**src/rtl/vga_scanout.sv**
```systemverilog
// vga_scanout: streams a frame held in CORES_COUNT PPU memories as
// Avalon-ST pixels, double-buffered with a swap request at frame end.
// Ports: clk, rst (async, active-high)
//   m_data/m_startofpacket/m_endofpacket/m_valid/m_ready : pixel stream
//   raddress/rselect/rdata : fixed-latency memory read port
//   swap_req/buf_sel : front-buffer toggle, frame_done : eop accepted
module vga_scanout #(
   parameter int VGA_WIDTH     = 800,
   parameter int VGA_HEIGHT    = 600,
   parameter int CORES_COUNT   = 10,
   parameter int R_W           = 5,
   parameter int G_W           = 6,
   parameter int B_W           = 5,
   parameter int BUFFER_ADDR_W = 32,
   parameter int FIFO_DEPTH_W  = 3,
   parameter int RD_LATENCY    = 1,
   parameter int INTERLEAVE    = 0
) (
   input  logic clk,
   input  logic rst,
   output logic [29:0] m_data,
   output logic m_startofpacket,
   output logic m_endofpacket,
   output logic m_valid,
   input  logic m_ready,
   output logic [BUFFER_ADDR_W-1:0] raddress,
   output logic [(CORES_COUNT > 1 ? $clog2(CORES_COUNT) : 1)-1:0] rselect,
   input  logic [R_W+G_W+B_W-1:0] rdata,
   input  logic swap_req,
   output logic buf_sel,
   output logic frame_done
);

   localparam int CW = R_W + G_W + B_W;
   localparam int LINES = VGA_HEIGHT / CORES_COUNT;
   localparam int DEPTH = 2 ** FIFO_DEPTH_W;
   localparam int FRAME_WORDS = (VGA_WIDTH * VGA_HEIGHT) / CORES_COUNT;
   localparam int XW = VGA_WIDTH > 1 ? $clog2(VGA_WIDTH) : 1;
   localparam int YW = VGA_HEIGHT > 1 ? $clog2(VGA_HEIGHT) : 1;
   localparam int SW = CORES_COUNT > 1 ? $clog2(CORES_COUNT) : 1;
   localparam int LW = LINES > 1 ? $clog2(LINES) : 1;
   localparam int UW = FIFO_DEPTH_W + 1;
   localparam int RR = (10 + R_W - 1) / R_W;
   localparam int GR = (10 + G_W - 1) / G_W;
   localparam int BR = (10 + B_W - 1) / B_W;

   generate
      if (VGA_HEIGHT % CORES_COUNT != 0) begin : g_bad_height
         $error("VGA_HEIGHT must be a multiple of CORES_COUNT");
      end
      if (R_W < 1 || R_W > 10 || G_W < 1 || G_W > 10 || B_W < 1 || B_W > 10) begin : g_bad_chan
         $error("channel widths must be 1..10");
      end
      if (RD_LATENCY < 1 || RD_LATENCY > 4) begin : g_bad_lat
         $error("RD_LATENCY must be 1..4");
      end
   endgenerate

   logic [XW-1:0] x;
   logic [YW-1:0] y;
   logic [SW-1:0] sel;
   logic [LW-1:0] lline;
   logic [BUFFER_ADDR_W-1:0] line_base;
   logic pending;
   logic [UW-1:0] used;
   logic [RD_LATENCY-1:0] sr_v, sr_sop, sr_eop;
   logic [CW+1:0] mem [DEPTH];
   logic [FIFO_DEPTH_W-1:0] wr_ptr, rd_ptr;
   logic [UW-1:0] cnt;
   logic [CW+1:0] head;
   logic issue, first, last, push, pop;
   logic [RR*R_W-1:0] r_rep;
   logic [GR*G_W-1:0] g_rep;
   logic [BR*B_W-1:0] b_rep;

   // Reads in flight plus FIFO occupancy never exceed the FIFO depth.
   assign issue = used < UW'(DEPTH);
   assign first = (x == '0) && (y == '0);
   assign last = (x == XW'(VGA_WIDTH - 1)) && (y == YW'(VGA_HEIGHT - 1));
   assign push = sr_v[RD_LATENCY-1];
   assign pop = m_valid && m_ready;

   assign raddress = (buf_sel ? BUFFER_ADDR_W'(FRAME_WORDS) : '0)
                   + line_base + BUFFER_ADDR_W'(x);
   assign rselect = sel;

   always_ff @(posedge clk or posedge rst) begin
      if (rst) begin
         x <= '0;
         y <= '0;
         sel <= '0;
         lline <= '0;
         line_base <= '0;
      end else if (issue) begin
         if (x == XW'(VGA_WIDTH - 1)) begin
            x <= '0;
            if (y == YW'(VGA_HEIGHT - 1)) begin
               y <= '0;
               sel <= '0;
               lline <= '0;
               line_base <= '0;
            end else begin
               y <= y + YW'(1);
               if (INTERLEAVE == 0) begin
                  // band: a memory holds LINES consecutive lines
                  if (lline == LW'(LINES - 1)) begin
                     lline <= '0;
                     line_base <= '0;
                     sel <= sel + SW'(1);
                  end else begin
                     lline <= lline + LW'(1);
                     line_base <= line_base + BUFFER_ADDR_W'(VGA_WIDTH);
                  end
               end else begin
                  // line: memories take turns line by line
                  if (sel == SW'(CORES_COUNT - 1)) begin
                     sel <= '0;
                     lline <= lline + LW'(1);
                     line_base <= line_base + BUFFER_ADDR_W'(VGA_WIDTH);
                  end else begin
                     sel <= sel + SW'(1);
                  end
               end
            end
         end else begin
            x <= x + XW'(1);
         end
      end
   end

   always_ff @(posedge clk or posedge rst) begin
      if (rst) begin
         buf_sel <= 1'b0;
         pending <= 1'b0;
      end else if (issue && last) begin
         if (pending || swap_req) buf_sel <= ~buf_sel;
         pending <= 1'b0;
      end else if (swap_req) begin
         pending <= 1'b1;
      end
   end

   always_ff @(posedge clk or posedge rst) begin
      if (rst) begin
         sr_v <= '0;
         sr_sop <= '0;
         sr_eop <= '0;
      end else begin
         sr_v[0] <= issue;
         sr_sop[0] <= issue && first;
         sr_eop[0] <= issue && last;
         for (int i = 1; i < RD_LATENCY; i++) begin
            sr_v[i] <= sr_v[i-1];
            sr_sop[i] <= sr_sop[i-1];
            sr_eop[i] <= sr_eop[i-1];
         end
      end
   end

   always_ff @(posedge clk) begin
      if (push) mem[wr_ptr] <= {sr_sop[RD_LATENCY-1], sr_eop[RD_LATENCY-1], rdata};
   end

   always_ff @(posedge clk or posedge rst) begin
      if (rst) begin
         wr_ptr <= '0;
         rd_ptr <= '0;
         cnt <= '0;
         used <= '0;
         frame_done <= 1'b0;
      end else begin
         if (push) wr_ptr <= wr_ptr + FIFO_DEPTH_W'(1);
         if (pop) rd_ptr <= rd_ptr + FIFO_DEPTH_W'(1);
         cnt <= cnt + UW'(push) - UW'(pop);
         used <= used + UW'(issue) - UW'(pop);
         frame_done <= pop && m_endofpacket;
      end
   end

   assign head = mem[rd_ptr];
   assign m_valid = cnt != '0;
   assign m_startofpacket = m_valid && head[CW+1];
   assign m_endofpacket = m_valid && head[CW];

   // Repeat each channel and keep the top 10 bits: MSB-aligned with
   // the low bits refilled from the channel's own MSBs.
   assign r_rep = {RR{head[CW-1 -: R_W]}};
   assign g_rep = {GR{head[G_W+B_W-1 -: G_W]}};
   assign b_rep = {BR{head[B_W-1:0]}};
   assign m_data = m_valid ? {r_rep[RR*R_W-1 -: 10],
                              g_rep[GR*G_W-1 -: 10],
                              b_rep[BR*B_W-1 -: 10]} : '0;

endmodule

```
**config.mk**
```make
export PLATFORM = sky130hd
export DESIGN_NAME = vga_scanout
export DESIGN_NICKNAME = d
export VERILOG_FILES = /design/src/rtl/vga_scanout.sv
export SDC_FILE = /design/constraint.sdc
export NUM_CORES = 1
export LEC_CHECK = 0
export ABC_AREA = 0
export BUFFER_PORTS_ARGS = -buffer_cell sky130_fd_sc_hd__buf_2
export CAP_MARGIN = 20
export CORE_ASPECT_RATIO = 2
export CORE_MARGIN = 3
export CORE_UTILIZATION = 55
export DETAILED_ROUTE_END_ITERATION = 7
export GPL_TIMING_DRIVEN = 1
export PLACE_DENSITY_LB_ADDON = 0.3
export SYNTH_ARGS = -nofsm -noshare
export SYNTH_HDL_FRONTEND = slang
export SYNTH_SLANG_ARGS = --single-unit
```
**constraint.sdc**
```tcl
create_clock -name clk -period 3.8 [get_ports clk]
set_input_delay 0.76 -clock clk [delete_from_list [all_inputs] [get_ports clk]]
set_output_delay 0.76 -clock clk [all_outputs]
set_load 0.005 [all_outputs]
```
======== Yosys cells after proc, flatten, opt, wreduce, memory -nomap -nowiden ========
Memories as Yosys holds them, arrays and structs flattened.
Index checks and enable logic that the tools add are counted.
operators by class
  bitwise operators ....................... 1
  eq/ne operators ......................... 3
  $lt $le $gt $ge ......................... 1
  multiplexer cells ....................... 14
  $add $sub $neg .......................... 13
  reductions and logical operators ........ 17
operators by type and width
  operator                number
  $mux 32                 2
  $add 16x32->32          1
  $add 32x10->32          1
  $add 32x10->32 const B  1
  $mux 30                 1
  $add 10x1->10 const B   2
  $eq 10x10->1 const B    2
  $logic_not 10->1        2
  $mux 10                 2
  $mux 16                 1
  $mux 6                  2
  $add 4x1->4             2
  $logic_and 1x1->1       8
  $mux 4                  2
  $sub 4x1->4             2
  $add 3x1->3 const B     2
  $add 6x1->6 const B     1
  $eq 6x6->1 const B      1
  $add 4x1->4 const B     1
  $lt 4x4->1 const B      1
  $mux 1                  4
  $reduce_and 2->1        2
  $reduce_bool 2->1       2
  $reduce_bool 4->1       1
  3 further kinds         3
storage, ports and cells
  memories ................................ 1
  input port bits ......................... 20
  flip-flop bits (word level) ............. 82
  word-level logic and storage cells ...... 65
  memory bits (writable) .................. 144
memories
  name  words  bits a word  read ports  clocked after memory_dff  write ports  line  text
  mem   8      18           1           0                         1            67    logic [CW+1:0] mem [DEPTH];

======== Longest topological paths before layout ========
  depth after elaboration ................. 4
  gate-level depth with buffers ........... 10
  gate-level depth less buffers ........... 10

======== Worst setup path before layout ========
Ideal clock, no wire load.
  path type ............................... reg2out
  start point ............................. reg buf_sel
  end point ............................... out raddress[23]
  arrival ................................. 2,602 ps
  path slack .............................. 438 ps
  stages on the path, launching flop included .. 10
  data required time ...................... 3,040 ps
  buffers on the path ..................... 0
  cells stage by stage .................... dfrtp_1 -> inv_1 -> fa_1 -> inv_1 -> ha_1 -> nor3_1 -> o21ai_0 -> nand4_1 -> a21boi_0 -> xor2_1
on the way
  word-level cells in the longest chain between the ends .. 3
RTL lines
  element                   line  text
  start: declaration        30    output logic buf_sel,
  start signal: assignment  136   if (pending || swap_req) buf_sel <= ~buf_sel;
  $mux 16                   83    assign raddress = (buf_sel ? BUFFER_ADDR_W'(FRAME_WORDS) : '0)
  $add 16x32->32            84    + line_base + BUFFER_ADDR_W'(x);
  $add 32x10->32            84
  end: declaration          26    output logic [BUFFER_ADDR_W-1:0] raddress,
No other way between the ends.

======== Worst setup path in the final report ========
  start point ............................. reg buf_sel
  end point ............................... out raddress[30]
The elaborated chain is that of the path after synthesis.

==> flow_summary.toml <==
[synthesis]
synth_area_um2 = 10400
netlist_instances = 762
synth_top_area_share_pct = 41.6
postSynthAreaPerCell_um2 = 13.7
syn_nets = 822
ys_seq_area_share_pct = 60.1
yosysMostFrequentCell = "edfxtp_1"
ys_seq_elements = 221
synth_cell_type_count = 56
synth.largest_area_cell = "edfxtp_1"
synth-main-ff-cell = "edfxtp_1"
yosysWarnings = 0
synth_area_leaders = "edfxtp_1, dfrtp_1, mux4_2"
synth-edff-count = 144
synthTopCellsByCount = "edfxtp_1, dfrtp_1, nor2_1"
synth-async-reset-ratio_pct = 34.8

[die]
ios = 91
initial_utilization_pct = 56.6
fp-row-count = 70
core-area_um2 = 18400
die_area_um2 = 20700
fp.dieW_um = 103
die_h_um = 200

[route]
wl_mm = 22.6
vias_per_cell = 6.01
remaining_drc_errors = 0
dr_total_vias = 6532
detail_route.first_pass.iterations = 4
post_drt_wl_per_cell_um = 20.8
ant_nets = 0
drt-initial-drc-count = 290

[placement]
place_congestion = 0.877
dpl_cell_area_um2 = 11100
hpwl_mm = 15.1
portBuffers = 90
dp.cells = 1045

[global_routing]
grt_max_degree = 50
grt_usage_pct = 22.5
grt_pass1_wl_mm = 36.5
grt_overflow = 0
antenna_found_initial = 0
grt_pass1_vias = 7098

[setup_path]
critPathArrivalTime_ns = 3.01
critPathCaptureType = "output port"
crit_type = "flop to output port"
path_common_cell = "buf_6"
crit_buf_inv = 3
worstPathRequired_ns = 3.04
crit_fanout = 7
cpLargestDelayFamily = "adder cells"
critPathSlowestCell = "fa_1"
max_stage_delay_ns = 0.51
cp-start-kind = "flop"
path_cells = "buf_6 > fa_1 > ha_4 > o21a_1 > o2111a_1 > o21ai_2 > buf_6 > a211oi_4 > xor2_1 > buf_2"

[job]
cap_viol_max_count = 0

[sta]
finalCritPeriodShare_pct = 99.1
setup_tns_ns = 0
hold_violations = 0
drv_slew = 0
clock.fmax_mhz = 266
clock_skew_ns = 0.00847
maxSlewHeadroom_pct = 37.5
setup_viol = 0
worst_pin_slew_ns = 0.932
post-route-min-period_ns = 3.77
rsz0062_at_grt = "true"

[clock_network]
cts.sinks = 221
clk_path_buf_depth = 3
cts_buffers = 20
hold_buffers = 0
cts-htree-levels = 1
clk_pin_slew_ns = 0.07
cts_tree = "yes"
root_buffer = "clkbuf_16"
clkLatencyLatePin_ns = 0.48

[outcome]
outcome = "finished clean"

[cells_and_area]
finish.instance_area_um2 = 12000
final_util_pct = 65.1
num_antenna_cells = 0
instances_no_fill = 1087
fillers = 1330
area_delta_synth_final_pct = 15.2
drive_above_1_share_pct = 25.5
final_net_count = 917

[min_path]
hp-class = "primary input to asynchronous set/reset pin"

[power]
finalPower_mw = 7.83
powerDensity_nw_per_um2 = 654
vdd_ir_drop_max_mv = 0.376
leakage_nw = 4.90
==> state kept, by name, summed over array words and instances (netlist names), 3 cells and up <==
register and flops:
lline 6, used 4, cnt 4, line_base 27
y 10, wr_ptr 3, rd_ptr 3, rselect 4
x 10, mem 144
==> what timing repair did <==
| action | in CTS | in global routing |
|---|---|---|
| gates resized for setup | 15 | 26 |
| pin swaps | 3 | 15 |
| setup endpoints to repair | 20 | 20 |
| buffers inserted | 3 | 3 |
| hold endpoints to repair | 0 | 0 |
==> worst reg2reg max path, delay by kind of cell, from the launching register on <==
kind | cells | cell delay, ns
flip-flops | 1 | 0.32
XOR/XNOR | 1 | 0.14
AND/OR/NAND/NOR | 2 | 0.68
adder cells (fa/ha/maj) | 4 | 1.07
buffers and inverters | 4 | 0.40
==> where the power goes <==
| group | leakage [nW] | total [mW] | switching (mW) | internal, mW |
|---|---|---|---|---|
| Combinational | 2.23 | 2.36 | 1.22 | 1.14 |
| Sequential | 2.32 | 3.27 | 0.254 | 3.02 |
| Clock | 0.353 | 2.21 | 0.856 | 1.35 |
| Total | 4.90 | 7.83 | 2.33 | 5.51 |
==> per-stage QoR <==
stage | setup slack (ns) | hold WS (ns)
global route | -0.0808 | 0.419
finish | 0.0348 | 0.370
global placement | 0.239 | 0.463
detailed placement | 0.132 | 0.471
CTS | 0.0000397 | 0.380
floorplan | 0.438 | 0.455
==> placed cells by master, fill, tap and decap left out, types with 4 or more instances in the layout <==
cell type  Yosys  final
edfxtp_1     144    144
buf_2         11     90
dfrtp_1       77     72
nor2_1        71     71
xnor2_1       42     42
nand2_1       39     39
mux4_2        36     36
xor2_1        34     34
ha_1          35     31
inv_1         31     30
buf_4         15     23
clkbuf_16      0     21
mux2i_1       20     20
nand3_1       18     18
a21oi_1       24     18
nand4_1       17     17
o21ai_0       20     17
nor3_1        14     12
nor4_1         9      9
or3_1          8      8
and3_1         7      6
nand2b_1       6      6
a21oi_2        0      5
fa_1           5      5
dfrtp_2        0      5
bufinv_16      0      5
and2_1         4      4
and4_1         4      4
clkinv_1       1      4
o21ai_2        0      4
a21o_1         4      4
==> per-layer routing <==
metal,up-vias,part of all wire [%],global-route usage (%)
li1,2963,-,-
met1,3295,34,24.2
met3,68,4.1,2.37
met4,0,3.9,8.89
met5,-,0,0
met2,206,58,42.9
==> logic make-up after synthesis <==
group | count (synthesis) | synth area share [%]
simple gates | 211 | 10.1
fa+ha+maj | 40 | 5.17
flops | 221 | 60.1
other cells | 1 | 0.0360
buf+inv | 76 | 3.49
compound gates | 78 | 4.64
mux | 59 | 10.0
xor+xnor | 76 | 6.40
==> final cells by class <==
type | count | area [um^2] | area share [%]
Timing Repair Buffer | 117 | 677 | 5.65
Tap cell | 216 | 270 | 2.26
Sequential cell | 221 | 6260 | 52.2
Clock buffer | 23 | 533 | 4.45
Clock inverter | 13 | 196 | 1.64
Inverter | 32 | 120 | 1.00
Multi-Input combinational cell | 465 | 3930 | 32.8
==> path summary, 6_finish.rpt <==
check | startpoint | slack [ns] | depth (start not counted) | endpoint
min in group clk | used[0] | 0.48 | 1 | used[0]
hold reg to reg | used[0] | 0.48 | 1 | used[0]
max in group asynchronous | rst | 2.70 | 3 | x[7]
setup reg to reg | cnt[2] | 1.08 | 11 | cnt[2]
hold / removal | rst | 0.37 | 2 | line_base[21]
setup / recovery | buf_sel | 0.03 | 10 | raddress[30]
No activity file was read; power rests on OpenSTA's default activity.
